===== src/rtl/spinner_multi_if.sv =====
// Bundled control/status signals for the multi-channel spinner.
// Master drives buttons, strobe and spinner samples; slave returns angles and quadrature.
interface spinner_multi_if #(
  parameter int NCH   = 2,
  parameter int WIDTH = 4
);
  logic                   strobe;
  logic [NCH-1:0]         minus;
  logic [NCH-1:0]         plus;
  logic [NCH-1:0]         fast;
  logic [9*NCH-1:0]       spin_in;
  logic [NCH-1:0]         mode_clamp;
  logic [WIDTH*NCH-1:0]   spin_out;
  logic [NCH-1:0]         qa;
  logic [NCH-1:0]         qb;
  logic [NCH-1:0]         q_busy;

  modport master (
    output strobe, minus, plus, fast, spin_in, mode_clamp,
    input  spin_out, qa, qb, q_busy
  );

  modport slave (
    input  strobe, minus, plus, fast, spin_in, mode_clamp,
    output spin_out, qa, qb, q_busy
  );
endinterface


===== src/rtl/spinner_multi.sv =====
// Multi-channel spinner: button/delta driven position per channel with wrap or
// clamp, plus a rate-limited quadrature encoder replaying each applied change.
module spinner_multi_ch #(
  parameter int WIDTH    = 4,
  parameter int SLOW_DIV = 8,
  parameter int FAST_DIV = 2,
  parameter int SP_SHIFT = 2,
  parameter int QDIV     = 64
) (
  input  logic             i_clk,
  input  logic             i_rst,
  input  logic             i_strb_rise,
  input  logic             i_minus,
  input  logic             i_plus,
  input  logic             i_fast,
  input  logic [8:0]       i_spin,
  input  logic             i_clamp,
  output logic [WIDTH-1:0] o_angle,
  output logic             o_qa,
  output logic             o_qb,
  output logic             o_busy
);
  localparam int PW     = WIDTH + SP_SHIFT;
  localparam int EW     = PW + 10;
  localparam int MAXDIV = (SLOW_DIV > FAST_DIV) ? SLOW_DIV : FAST_DIV;
  localparam int CW     = (MAXDIV > 1) ? $clog2(MAXDIV) : 1;
  localparam int TW     = (QDIV > 1) ? $clog2(QDIV) : 1;

  localparam logic [CW-1:0]        SLOW_RL = CW'(SLOW_DIV - 1);
  localparam logic [CW-1:0]        FAST_RL = CW'(FAST_DIV - 1);
  localparam logic [TW-1:0]        T_RL    = TW'(QDIV - 1);
  localparam logic signed [EW-1:0] ZERO    = '0;
  localparam logic signed [EW-1:0] ONE     = EW'(1);
  localparam logic signed [EW-1:0] STEP    = EW'(2 ** SP_SHIFT);
  localparam logic signed [EW-1:0] POS_MAX = EW'((2 ** PW) - 1);
  localparam logic signed [EW-1:0] P127    = EW'(127);

  logic [PW-1:0]       r_pos;
  logic [CW-1:0]       r_cnt;
  logic                r_act;
  logic                r_dir;
  logic                r_tog;
  logic signed [7:0]   r_pend;
  logic [1:0]          r_gray;
  logic [TW-1:0]       r_timer;
  logic                r_busy;

  logic                w_act;
  logic                w_chg;
  logic [CW-1:0]       w_cnt;
  logic [CW-1:0]       w_cnt_nxt;
  logic                w_step;
  logic                w_tog;
  logic signed [EW-1:0] w_pos_x;
  logic signed [EW-1:0] w_step_v;
  logic signed [EW-1:0] w_spin_v;
  logic signed [EW-1:0] w_sum;
  logic signed [EW-1:0] w_lim;
  logic signed [EW-1:0] w_app;
  logic signed [EW-1:0] w_d;
  logic                w_emit;
  logic signed [EW-1:0] w_emit_v;
  logic signed [EW-1:0] w_pend_x;
  logic signed [EW-1:0] w_pacc;
  logic signed [EW-1:0] w_pnext;
  logic [1:0]          w_gray_nxt;
  logic [TW-1:0]       w_timer_nxt;

  always_comb begin
    w_act = i_minus ^ i_plus;
    // a direction flip restarts the rate divider so the new direction steps at once
    w_chg = w_act & r_act & (r_dir != i_plus);
    w_cnt = w_chg ? '0 : r_cnt;
    w_step = i_strb_rise & w_act & (w_cnt == '0);

    w_cnt_nxt = w_cnt;
    if (!w_act)
      w_cnt_nxt = '0;
    else if (i_strb_rise)
      w_cnt_nxt = (w_cnt == '0) ? (i_fast ? FAST_RL : SLOW_RL) : w_cnt - 1'b1;

    w_tog    = i_spin[8] ^ r_tog;
    w_pos_x  = {{(EW-PW){1'b0}}, r_pos};
    w_step_v = w_step ? (i_plus ? STEP : -STEP) : ZERO;
    w_spin_v = w_tog ? {{(EW-8){i_spin[7]}}, i_spin[7:0]} : ZERO;
    w_sum    = w_pos_x + w_step_v + w_spin_v;

    w_lim = w_sum;
    if (w_sum < ZERO)         w_lim = ZERO;
    else if (w_sum > POS_MAX) w_lim = POS_MAX;
    w_app = i_clamp ? w_lim : w_sum;

    // unwrapped output delta keeps the encoder moving the same way across a wrap
    w_d = (w_app >>> SP_SHIFT) - (w_pos_x >>> SP_SHIFT);

    w_emit   = (r_timer == '0) && (r_pend != 8'sd0);
    w_emit_v = w_emit ? (r_pend[7] ? -ONE : ONE) : ZERO;
    w_pend_x = {{(EW-8){r_pend[7]}}, r_pend};
    w_pacc   = w_pend_x - w_emit_v + w_d;
    w_pnext  = w_pacc;
    if (w_pacc > P127)       w_pnext = P127;
    else if (w_pacc < -P127) w_pnext = -P127;

    w_gray_nxt = r_gray;
    if (w_emit)
      w_gray_nxt = r_pend[7] ? {~r_gray[0], r_gray[1]} : {r_gray[0], ~r_gray[1]};

    w_timer_nxt = '0;
    if (w_emit)               w_timer_nxt = T_RL;
    else if (r_timer != '0)   w_timer_nxt = r_timer - 1'b1;
  end

  always_ff @(posedge i_clk) begin
    if (i_rst) begin
      r_pos   <= '0;
      r_cnt   <= '0;
      r_act   <= 1'b0;
      r_dir   <= 1'b0;
      r_tog   <= i_spin[8];
      r_pend  <= '0;
      r_gray  <= 2'b00;
      r_timer <= '0;
      r_busy  <= 1'b0;
    end else begin
      r_pos   <= w_app[PW-1:0];
      r_cnt   <= w_cnt_nxt;
      r_act   <= w_act;
      if (w_act) r_dir <= i_plus;
      r_tog   <= i_spin[8];
      r_pend  <= w_pnext[7:0];
      r_gray  <= w_gray_nxt;
      r_timer <= w_timer_nxt;
      r_busy  <= (w_pnext != ZERO);
    end
  end

  assign o_angle = r_pos[PW-1 -: WIDTH];
  assign o_qa    = r_gray[1];
  assign o_qb    = r_gray[0];
  assign o_busy  = r_busy;
endmodule

module spinner_multi #(
  parameter int NCH      = 2,
  parameter int WIDTH    = 4,
  parameter int SLOW_DIV = 8,
  parameter int FAST_DIV = 2,
  parameter int SP_SHIFT = 2,
  parameter int QDIV     = 64
) (
  input  logic            clk,
  input  logic            reset,
  spinner_multi_if.slave  bus
);
  logic                        r_strb;
  logic                        w_rise;
  logic [NCH-1:0][WIDTH-1:0]   w_angle;
  logic [NCH-1:0]              w_qa;
  logic [NCH-1:0]              w_qb;
  logic [NCH-1:0]              w_busy;

  // tracks strobe in and out of reset, so a strobe high at release is not an edge
  always_ff @(posedge clk) begin
    r_strb <= bus.strobe;
  end

  assign w_rise = bus.strobe & ~r_strb;

  generate
    for (genvar g = 0; g < NCH; g++) begin : g_ch
      spinner_multi_ch #(
        .WIDTH    (WIDTH),
        .SLOW_DIV (SLOW_DIV),
        .FAST_DIV (FAST_DIV),
        .SP_SHIFT (SP_SHIFT),
        .QDIV     (QDIV)
      ) u_ch (
        .i_clk       (clk),
        .i_rst       (reset),
        .i_strb_rise (w_rise),
        .i_minus     (bus.minus[g]),
        .i_plus      (bus.plus[g]),
        .i_fast      (bus.fast[g]),
        .i_spin      (bus.spin_in[9*g +: 9]),
        .i_clamp     (bus.mode_clamp[g]),
        .o_angle     (w_angle[g]),
        .o_qa        (w_qa[g]),
        .o_qb        (w_qb[g]),
        .o_busy      (w_busy[g])
      );
    end
  endgenerate

  assign bus.spin_out = w_angle;
  assign bus.qa       = w_qa;
  assign bus.qb       = w_qb;
  assign bus.q_busy   = w_busy;
endmodule


===== src/flat_wrapper.sv =====
// flat-port wrapper written by rule: the top's interface ports become plain ports
module spinner_multi_flat 
#(
  parameter int NCH      = 2,
  parameter int WIDTH    = 4,
  parameter int SLOW_DIV = 8,
  parameter int FAST_DIV = 2,
  parameter int SP_SHIFT = 2,
  parameter int QDIV     = 64
)
  (clk, reset, bus_strobe, bus_minus, bus_plus, bus_fast, bus_spin_in, bus_mode_clamp, bus_spin_out, bus_qa, bus_qb, bus_q_busy);
  spinner_multi_if #(.NCH(NCH), .WIDTH(WIDTH)) bus_i ();
  input  logic clk;
  input  logic reset;
  input wire logic [$bits(bus_i.strobe)-1:0] bus_strobe;
  input wire logic [$bits(bus_i.minus)-1:0] bus_minus;
  input wire logic [$bits(bus_i.plus)-1:0] bus_plus;
  input wire logic [$bits(bus_i.fast)-1:0] bus_fast;
  input wire logic [$bits(bus_i.spin_in)-1:0] bus_spin_in;
  input wire logic [$bits(bus_i.mode_clamp)-1:0] bus_mode_clamp;
  output wire logic [$bits(bus_i.spin_out)-1:0] bus_spin_out;
  output wire logic [$bits(bus_i.qa)-1:0] bus_qa;
  output wire logic [$bits(bus_i.qb)-1:0] bus_qb;
  output wire logic [$bits(bus_i.q_busy)-1:0] bus_q_busy;
  assign bus_i.strobe = bus_strobe;
  assign bus_i.minus = bus_minus;
  assign bus_i.plus = bus_plus;
  assign bus_i.fast = bus_fast;
  assign bus_i.spin_in = bus_spin_in;
  assign bus_i.mode_clamp = bus_mode_clamp;
  assign bus_spin_out = bus_i.spin_out;
  assign bus_qa = bus_i.qa;
  assign bus_qb = bus_i.qb;
  assign bus_q_busy = bus_i.q_busy;
  spinner_multi #(.NCH(NCH), .WIDTH(WIDTH), .SLOW_DIV(SLOW_DIV), .FAST_DIV(FAST_DIV), .SP_SHIFT(SP_SHIFT), .QDIV(QDIV)) u_core (.clk(clk), .reset(reset), .bus(bus_i));
endmodule

===== config.mk =====
export PLATFORM = sky130hd
export DESIGN_NAME = spinner_multi_flat
export DESIGN_NICKNAME = d
export VERILOG_FILES = /design/src/rtl/spinner_multi_if.sv /design/src/rtl/spinner_multi.sv /design/src/flat_wrapper.sv
export SDC_FILE = /design/constraint.sdc
export NUM_CORES = 1
export LEC_CHECK = 0
export CORE_UTILIZATION = 40
export CTS_CLUSTER_DIAMETER = 50
export DETAILED_ROUTE_END_ITERATION = 12
export SLEW_MARGIN = 10
export SYNTH_ARGS = -nofsm -noshare
export SYNTH_HDL_FRONTEND = slang
export SYNTH_SLANG_ARGS = --single-unit

===== constraint.sdc =====
create_clock -name clk -period 10.78 [get_ports clk]
set_clock_uncertainty 0.15 [all_clocks]
set_input_delay 1.617 -clock clk [delete_from_list [all_inputs] [get_ports clk]]
set_output_delay 1.617 -clock clk [all_outputs]
set_load 0.02 [all_outputs]

Yosys cells after proc, flatten, opt, wreduce, memory -nomap -nowiden
Cells that the tools add are included.
{"block": "word_totals", "ff_bits": 59, "in_bits": 29, "out_inout_bits": 14}
{"block": "op_classes", "add_sub_neg": 14, "order_cmp": 8, "n_eq_ne": 2, "muxes": 34, "bitwise": 20, "reduce_logical": 14}
{"cell": "$mux 16", "count": 20}
{"cell": "$add 16x15->16", "count": 2}
{"cell": "$add 16x16->16", "count": 2}
{"cell": "$add 7x16->16", "count": 2}
{"cell": "$gt 16x7->1 const B", "count": 2}
{"cell": "$gt 16x8->1 const B", "count": 2}
{"cell": "$lt 16x1->1 const B", "count": 2}
{"cell": "$lt 16x8->1 const B", "count": 2}
{"cell": "$reduce_bool 16->1", "count": 2}
{"cell": "$sub 8x16->16", "count": 2}
{"cell": "$sub 14x5->15", "count": 2}
{"cell": "$mux 3", "count": 8}
{"cell": "$mux 6", "count": 4}
{"cell": "$reduce_bool 8->1", "count": 2}
{"cell": "$logic_not 6->1", "count": 2}
{"cell": "$reduce_bool 6->1", "count": 2}
{"cell": "$sub 6x1->6 const B", "count": 2}
{"cell": "$and 1x1->1", "count": 9}
{"cell": "$not 1->1", "count": 7}
{"cell": "$logic_not 3->1", "count": 2}
{"cell": "$sub 3x1->3 const B", "count": 2}
{"cell": "$mux 2", "count": 2}
{"cell": "$reduce_or 2->1", "count": 2}
{"cell": "$xor 1x1->1", "count": 4}
{"cell": "other kinds (2)", "count": 4}

Longest topological paths before layout
Gate-level depths: netlist (run 1).
{"block": "logic_depth", "depth_word": 19, "mapped_depth": 34, "mapped_depth_nobuf": 34}

Cells and area by module
From an unflattened synthesis (run 1), not the netlist that was laid out.
{"block": "hier_totals", "hier_cells": 765, "hier_area_um2": 6391.1}
{"module": "spinner_multi_ch at u_core.g_ch[0].u_ch", "n_inst": 1, "cells_per_inst": 386, "area_per_inst_um2": 3283.1}
{"module": "spinner_multi_ch at u_core.g_ch[1].u_ch", "n_inst": 1, "cells_per_inst": 377, "area_per_inst_um2": 3074.2}
{"module": "spinner_multi", "n_inst": 1, "cells_per_inst": 2, "area_per_inst_um2": 33.8}

Least setup slack after synthesis (run 1)
OpenSTA, ideal clock, no wires.
{"block": "synth_timing", "path_kind": "input-to-reg", "startpoint": "in bus_minus[0]", "endpoint": "reg u_core.g_ch[0].u_ch.r_pend[5]", "arrival_ns": 8.406, "required_time_ns": 10.556, "path_slack_ns": 2.150, "cell_stages": 31, "n_path_buf": 0, "path_cell_list": "nor3b_1 o21ai_0 nand2_1 ha_1 nand2_1 nor4_2 xor2_1 ha_1 ha_1 a21oi_1 o21a_1 o21ai_0 and3_1 o41ai_2 a21o_1 fa_1 inv_1 ha_1 inv_1 fa_1 nand2b_1 a21oi_1 o21bai_1 or4_1 nand3_1 nand4_1 or4_1 ha_1 nor2_1 nand2_1 o21ai_0"}
{"block": "synth_between", "elab_chain_len": 18, "word_cells_on_any_way": 21, "cone_classes": "4 x add/sub; 4 x order compare; 7 x mux; 5 x bitwise; 1 x reduce/logical"}
{"item": "from (decl)", "line_no": "flat_wrapper.sv:16", "text": "input wire logic [$bits(bus_i.minus)-1:0] bus_minus;"}
{"item": "$xor 1x1->1 *", "line_no": "spinner_multi.sv:70", "text": "w_act = i_minus ^ i_plus;"}
{"item": "$and 1x1->1 (2 in a row)", "line_no": "spinner_multi.sv:72", "text": "w_chg = w_act & r_act & (r_dir != i_plus);"}
{"item": "$mux 3", "line_no": "spinner_multi.sv:73", "text": "w_cnt = w_chg ? '0 : r_cnt;"}
{"item": "$logic_not 3->1", "line_no": "spinner_multi.sv:74", "text": "w_step = i_strb_rise & w_act & (w_cnt == '0);"}
{"item": "$and 1x1->1 *", "line_no": "spinner_multi.sv:74"}
{"item": "$mux 16 *", "line_no": "spinner_multi.sv:84", "text": "w_step_v = w_step ? (i_plus ? STEP : -STEP) : ZERO;"}
{"item": "$add 7x16->16 *", "line_no": "spinner_multi.sv:86", "text": "w_sum = w_pos_x + w_step_v + w_spin_v;"}
{"item": "$add 16x16->16 *", "line_no": "spinner_multi.sv:86"}
{"item": "$gt 16x7->1", "line_no": "spinner_multi.sv:90", "text": "else if (w_sum > POS_MAX) w_lim = POS_MAX;"}
{"item": "$mux 16", "line_no": "spinner_multi.sv:90"}
{"item": "$mux 16", "line_no": "spinner_multi.sv:89", "text": "if (w_sum < ZERO) w_lim = ZERO;"}
{"item": "$mux 16 *", "line_no": "spinner_multi.sv:91", "text": "w_app = i_clamp ? w_lim : w_sum;"}
{"item": "$sub 14x5->15 *", "line_no": "spinner_multi.sv:94", "text": "w_d = (w_app >>> SP_SHIFT) - (w_pos_x >>> SP_SHIFT);"}
{"item": "$add 16x15->16 *", "line_no": "spinner_multi.sv:99", "text": "w_pacc = w_pend_x - w_emit_v + w_d;"}
{"item": "$lt 16x8->1", "line_no": "spinner_multi.sv:102", "text": "else if (w_pacc < -P127) w_pnext = -P127;"}
{"item": "$mux 16", "line_no": "spinner_multi.sv:102"}
{"item": "$mux 16 *", "line_no": "spinner_multi.sv:101", "text": "if (w_pacc > P127) w_pnext = P127;"}
{"item": "to (signal assigned)", "line_no": "spinner_multi.sv:130", "text": "r_pend <= w_pnext[7:0];"}
{"item": "to (decl)", "line_no": "spinner_multi.sv:43", "text": "logic signed [7:0] r_pend;"}
Every way passes the cells marked *; elsewhere a longest branch is shown, timed or not.
A chain may end at the register's enable or synchronous reset.

Worst setup path after layout (run 1)
{"block": "layout_timing", "startpoint": "in bus_plus[0]", "endpoint": "reg u_core.g_ch[0].u_ch.r_pend[4]"}
{"block": "layout_between", "elab_chain_len": 18, "word_cells_on_any_way": 23, "cone_classes": "4 x add/sub; 4 x order compare; 1 x eq/ne; 8 x mux; 5 x bitwise; 1 x reduce/logical"}
{"item": "from (decl)", "line_no": "flat_wrapper.sv:17", "text": "input wire logic [$bits(bus_i.plus)-1:0] bus_plus;"}
{"item": "$xor 1x1->1", "line_no": "spinner_multi.sv:70"}
{"item": "$and 1x1->1 (2 in a row)", "line_no": "spinner_multi.sv:72"}
{"item": "$mux 3", "line_no": "spinner_multi.sv:73"}
{"item": "$logic_not 3->1", "line_no": "spinner_multi.sv:74"}
{"item": "$and 1x1->1", "line_no": "spinner_multi.sv:74"}
{"item": "$mux 16 *", "line_no": "spinner_multi.sv:84"}
{"item": "$add 7x16->16 *", "line_no": "spinner_multi.sv:86"}
{"item": "$add 16x16->16 *", "line_no": "spinner_multi.sv:86"}
{"item": "$gt 16x7->1", "line_no": "spinner_multi.sv:90"}
{"item": "$mux 16", "line_no": "spinner_multi.sv:90"}
{"item": "$mux 16", "line_no": "spinner_multi.sv:89"}
{"item": "$mux 16 *", "line_no": "spinner_multi.sv:91"}
{"item": "$sub 14x5->15 *", "line_no": "spinner_multi.sv:94"}
{"item": "$add 16x15->16 *", "line_no": "spinner_multi.sv:99"}
{"item": "$lt 16x8->1", "line_no": "spinner_multi.sv:102"}
{"item": "$mux 16", "line_no": "spinner_multi.sv:102"}
{"item": "$mux 16 *", "line_no": "spinner_multi.sv:101"}
Marked as above.

==> results.yml, run 1 <==
outcome:
  status: "finished clean"
sta:
  finalSetupViolCount: 0
  slew_headroom_pct: 50.3
  fin_ws_ns: 1.19
  min_period_over_period_pct: 88.9
  tns_ns: 0
  fmax_ghz: 0.104
  timing.final.hold_violations: 0
  slew_viol_final: 0
  rsz0062_at_grt: "no"
  fin_crit_ns: 9.59
  worstMarginPinSlew_ns: 0.737
route:
  wirelength_mm: 14.3
  drcViolationCount: 0
  wl_met2_mm: 6.40
  first_pass_iters: 7
  postRouteAntennaNets: 0
  met3_wirelength_um: 410
  top_layer: "met4"
  first_iter_violations: 213
  post_drt_wl_per_cell_um: 13.3
  vias_per_cell: 5.21
  vias: 5637
  wirelength_met1_mm: 7.31
global_routing:
  antenna_found_initial: 0
  track_usage_pct: 17.2
  grt_pass1_wl_mm: 24.9
  grt_overflow: 0
  grt_start_max_net_pins: 35
  grt_pass1_vias: 5329
floorplan:
  die_area_sq_um: 17600
  dieWidth_um: 133
  start_util_pct: 41.0
  rows: 47
  fp.dieH_um: 133
  core_region_area_sq_um: 16600
  pin_count: 43
worst_setup_path:
  cp-end-kind: "register"
  path_max_fanout: 8
  cp_data_required_time_ns: 10.88
  path_class: "input port to register"
  start_kind: "input port"
  worstPathArrival_ns: 9.68
  slowest_delay_ns: 0.73
  cp_common_cell: "ha_1"
  slowest_stage: "o41ai_2"
synth:
  synthFlopType: "dfxtp_1"
  synth_area_sq_um: 6830
  syn_nets: 982
  seq_area_frac_synth_pct: 17.3
  syn_inst: 837
  ys_seq_elements: 59
  synth_edf_count: 0
  async_flop_share_pct: 0
  synth_cell_type_count: 84
  syn_avg_cell_area_sq_um: 8.15
  synth_top_area_share_pct: 17.3
  ys_warn_count: 0
  synth_area_leaders: "dfxtp_1 (17%), ha_1 (16%), fa_1 (7.6%), a21oi_1 (5.3%), inv_1 (4.7%)"
  synth_top_cell_by_area: "dfxtp_1"
clocking:
  clk_path_buf_depth: 2
  cts_made_buffers: 9
  ctsHtreeMaxLevel: 3
  insertion_delay_ns: 0.33
  cts.sinks: 59
  clk_pin_slew_worst_paths_ns: 0.05
  cts_tree: "built"
  root_buffer: "clkbuf_16"
  hold_buffers: 0
  post-cts-setup-buffers: 0
  post_cts_resize_count: 0
finish:
  fin_util_pct: 45.9
  fin_nets: 1002
  antenna_cells: 0
  areaGrowthSynthToFinish_pct: 11.9
  final_cells: 1082
  drive_above_1_share_pct: 6.15
placement:
  place_hpwl_mm: 11.7
  post-place-cells: 1066
  place_ws_ns: 0.824
  io_buffers: 42
  gp_congestion: 0.819
flow_run:
  drv_cap: 0
min_path:
  hp-class: "register to register"
==> worst paths after layout <==
path	from	to	slack, ns	cells after the start
max	bus_plus[0]	u_core.g_ch[0].u_ch.r_pend[4]	1.19	33
min	u_core.g_ch[0].u_ch.r_dir	u_core.g_ch[0].u_ch.r_dir	0.34	2
max reg2reg	u_core.g_ch[0].u_ch.r_dir	u_core.g_ch[0].u_ch.r_pend[4]	2.72	32
min reg2reg	u_core.g_ch[0].u_ch.r_dir	u_core.g_ch[0].u_ch.r_dir	0.34	2
==> routing by layer <==
metal  vias to the layer above  global-route usage, %
met5                         -                      0
met1                      2570                   24.0
li1                       2974                      -
met2                        75                   27.2
met4                         0                   3.96
met3                        18                   3.30
==> cell usage after synthesis (3+ instances only) <==
cell type,n
buf_4,14
xnor2_1,34
or4_1,5
xor2_1,16
nor2_1,60
or2_2,5
o21a_1,10
a221oi_1,4
a31oi_1,9
inv_1,86
nand2b_1,21
o211ai_1,6
o21ba_2,4
mux2i_1,4
nor3b_1,4
and2_1,21
nor3_1,17
nor2b_1,11
a2111oi_0,3
a211o_1,4
a21o_1,22
clkbuf_1,17
fa_1,26
and3_1,6
or3_1,4
nand3_1,13
o2111ai_1,4
o21ai_0,28
o22ai_1,4
a21o_2,4
a211oi_1,11
a21oi_1,72
dfxtp_1,59
o21bai_1,8
nand4_1,6
nand2_1,57
nor4_1,13
ha_1,90
==> placed cells by master, fill, tap and decap left out, types with 22 or more instances in the layout <==
cell type,n
a21oi_1,72
a21o_1,22
o21ai_0,28
xnor2_1,34
clkdlybuf4s50_1,42
nand2_1,57
dfxtp_1,59
fa_1,26
inv_1,86
nor2_1,60
ha_1,90
==> stage by stage <==
step	cell area [sq um]	hold WS, ns
after CTS	7640	0.341
after floorplan	6830	0.305
after global placement	7330	0.323
after global routing	7640	0.374
after detailed placement	7330	0.333
final	7640	0.339
==> worst max-delay path, delay by kind of cell <==
family	cells	cell delay [ns]
adders and majority gates	7	2.15
buffers and inverters	3	0.69
AOI/OAI and AO/OA	10	2.43
and+or+nand+nor	12	2.69
xor gates and xnor gates	1	0.11
==> kinds of logic (layout without fill, tap and decap cells) <==
logic type / count (synthesis) / after routing / share of synthesized area, %
muxes: 5 / 5 / 0.752
xor gates and xnor gates: 50 / 50 / 6.42
AOI/OAI and AO/OA: 225 / 225 / 23.0
adders and majority gates: 116 / 116 / 24.1
buffers and inverters: 122 / 147 / 7.75
and+or+nand+nor: 260 / 260 / 20.6
DFF: 59 / 59 / 17.3
==> sequential cells by signal, summed over array words and instances, names as in the netlist <==
register,flops
u_core.g_ch.u_ch.r_pend,16
u_core.g_ch.u_ch.r_pos,12
u_core.g_ch.u_ch.r_timer,12
u_core.g_ch.u_ch.r_cnt,6
u_core.g_ch.u_ch.r_gray,4
u_core.g_ch.u_ch.o_busy,2
u_core.g_ch.u_ch.r_act,2
u_core.g_ch.u_ch.r_dir,2
u_core.g_ch.u_ch.r_tog,2
u_core.r_strb,1
==> layout make-up <==
cell class	instances	area [sq um]
clock buffer	10	239
fill	1673	9000
clock inverter	6	65.1
timing repair buffer	44	435
tap	220	275
multi-input combinational	656	5110
inverter	87	327
sequential	59	1180
Power of run 1 is left out: the tool's default activity adds up to more than one toggle a clock period on the data nets, which glitch-free logic cannot reach.
==> run 2, diff against run 1 <==
--- a/config.mk
+++ b/config.mk
@@ -8,6 +8,7 @@
 export CORE_UTILIZATION = 40
 export CTS_CLUSTER_DIAMETER = 50
 export DETAILED_ROUTE_END_ITERATION = 12
+export GPL_ROUTABILITY_DRIVEN = 0
 export SLEW_MARGIN = 10
 export SYNTH_ARGS = -nofsm -noshare
 export SYNTH_HDL_FRONTEND = slang
==> results of run 2 <==
No change in the layout: final DEF, timing and power equal those of run 1.
Power of run 2 is left out for the same reason.
==> run 3, diff against run 2 <==
--- a/config.mk
+++ b/config.mk
@@ -8,7 +8,6 @@
 export CORE_UTILIZATION = 40
 export CTS_CLUSTER_DIAMETER = 50
 export DETAILED_ROUTE_END_ITERATION = 12
-export GPL_ROUTABILITY_DRIVEN = 0
 export SLEW_MARGIN = 10
 export SYNTH_ARGS = -nofsm -noshare
 export SYNTH_HDL_FRONTEND = slang
==> results of run 3 <==
No change in the layout: final DEF, timing and power equal those of run 1.
Power of run 3 is left out for the same reason.
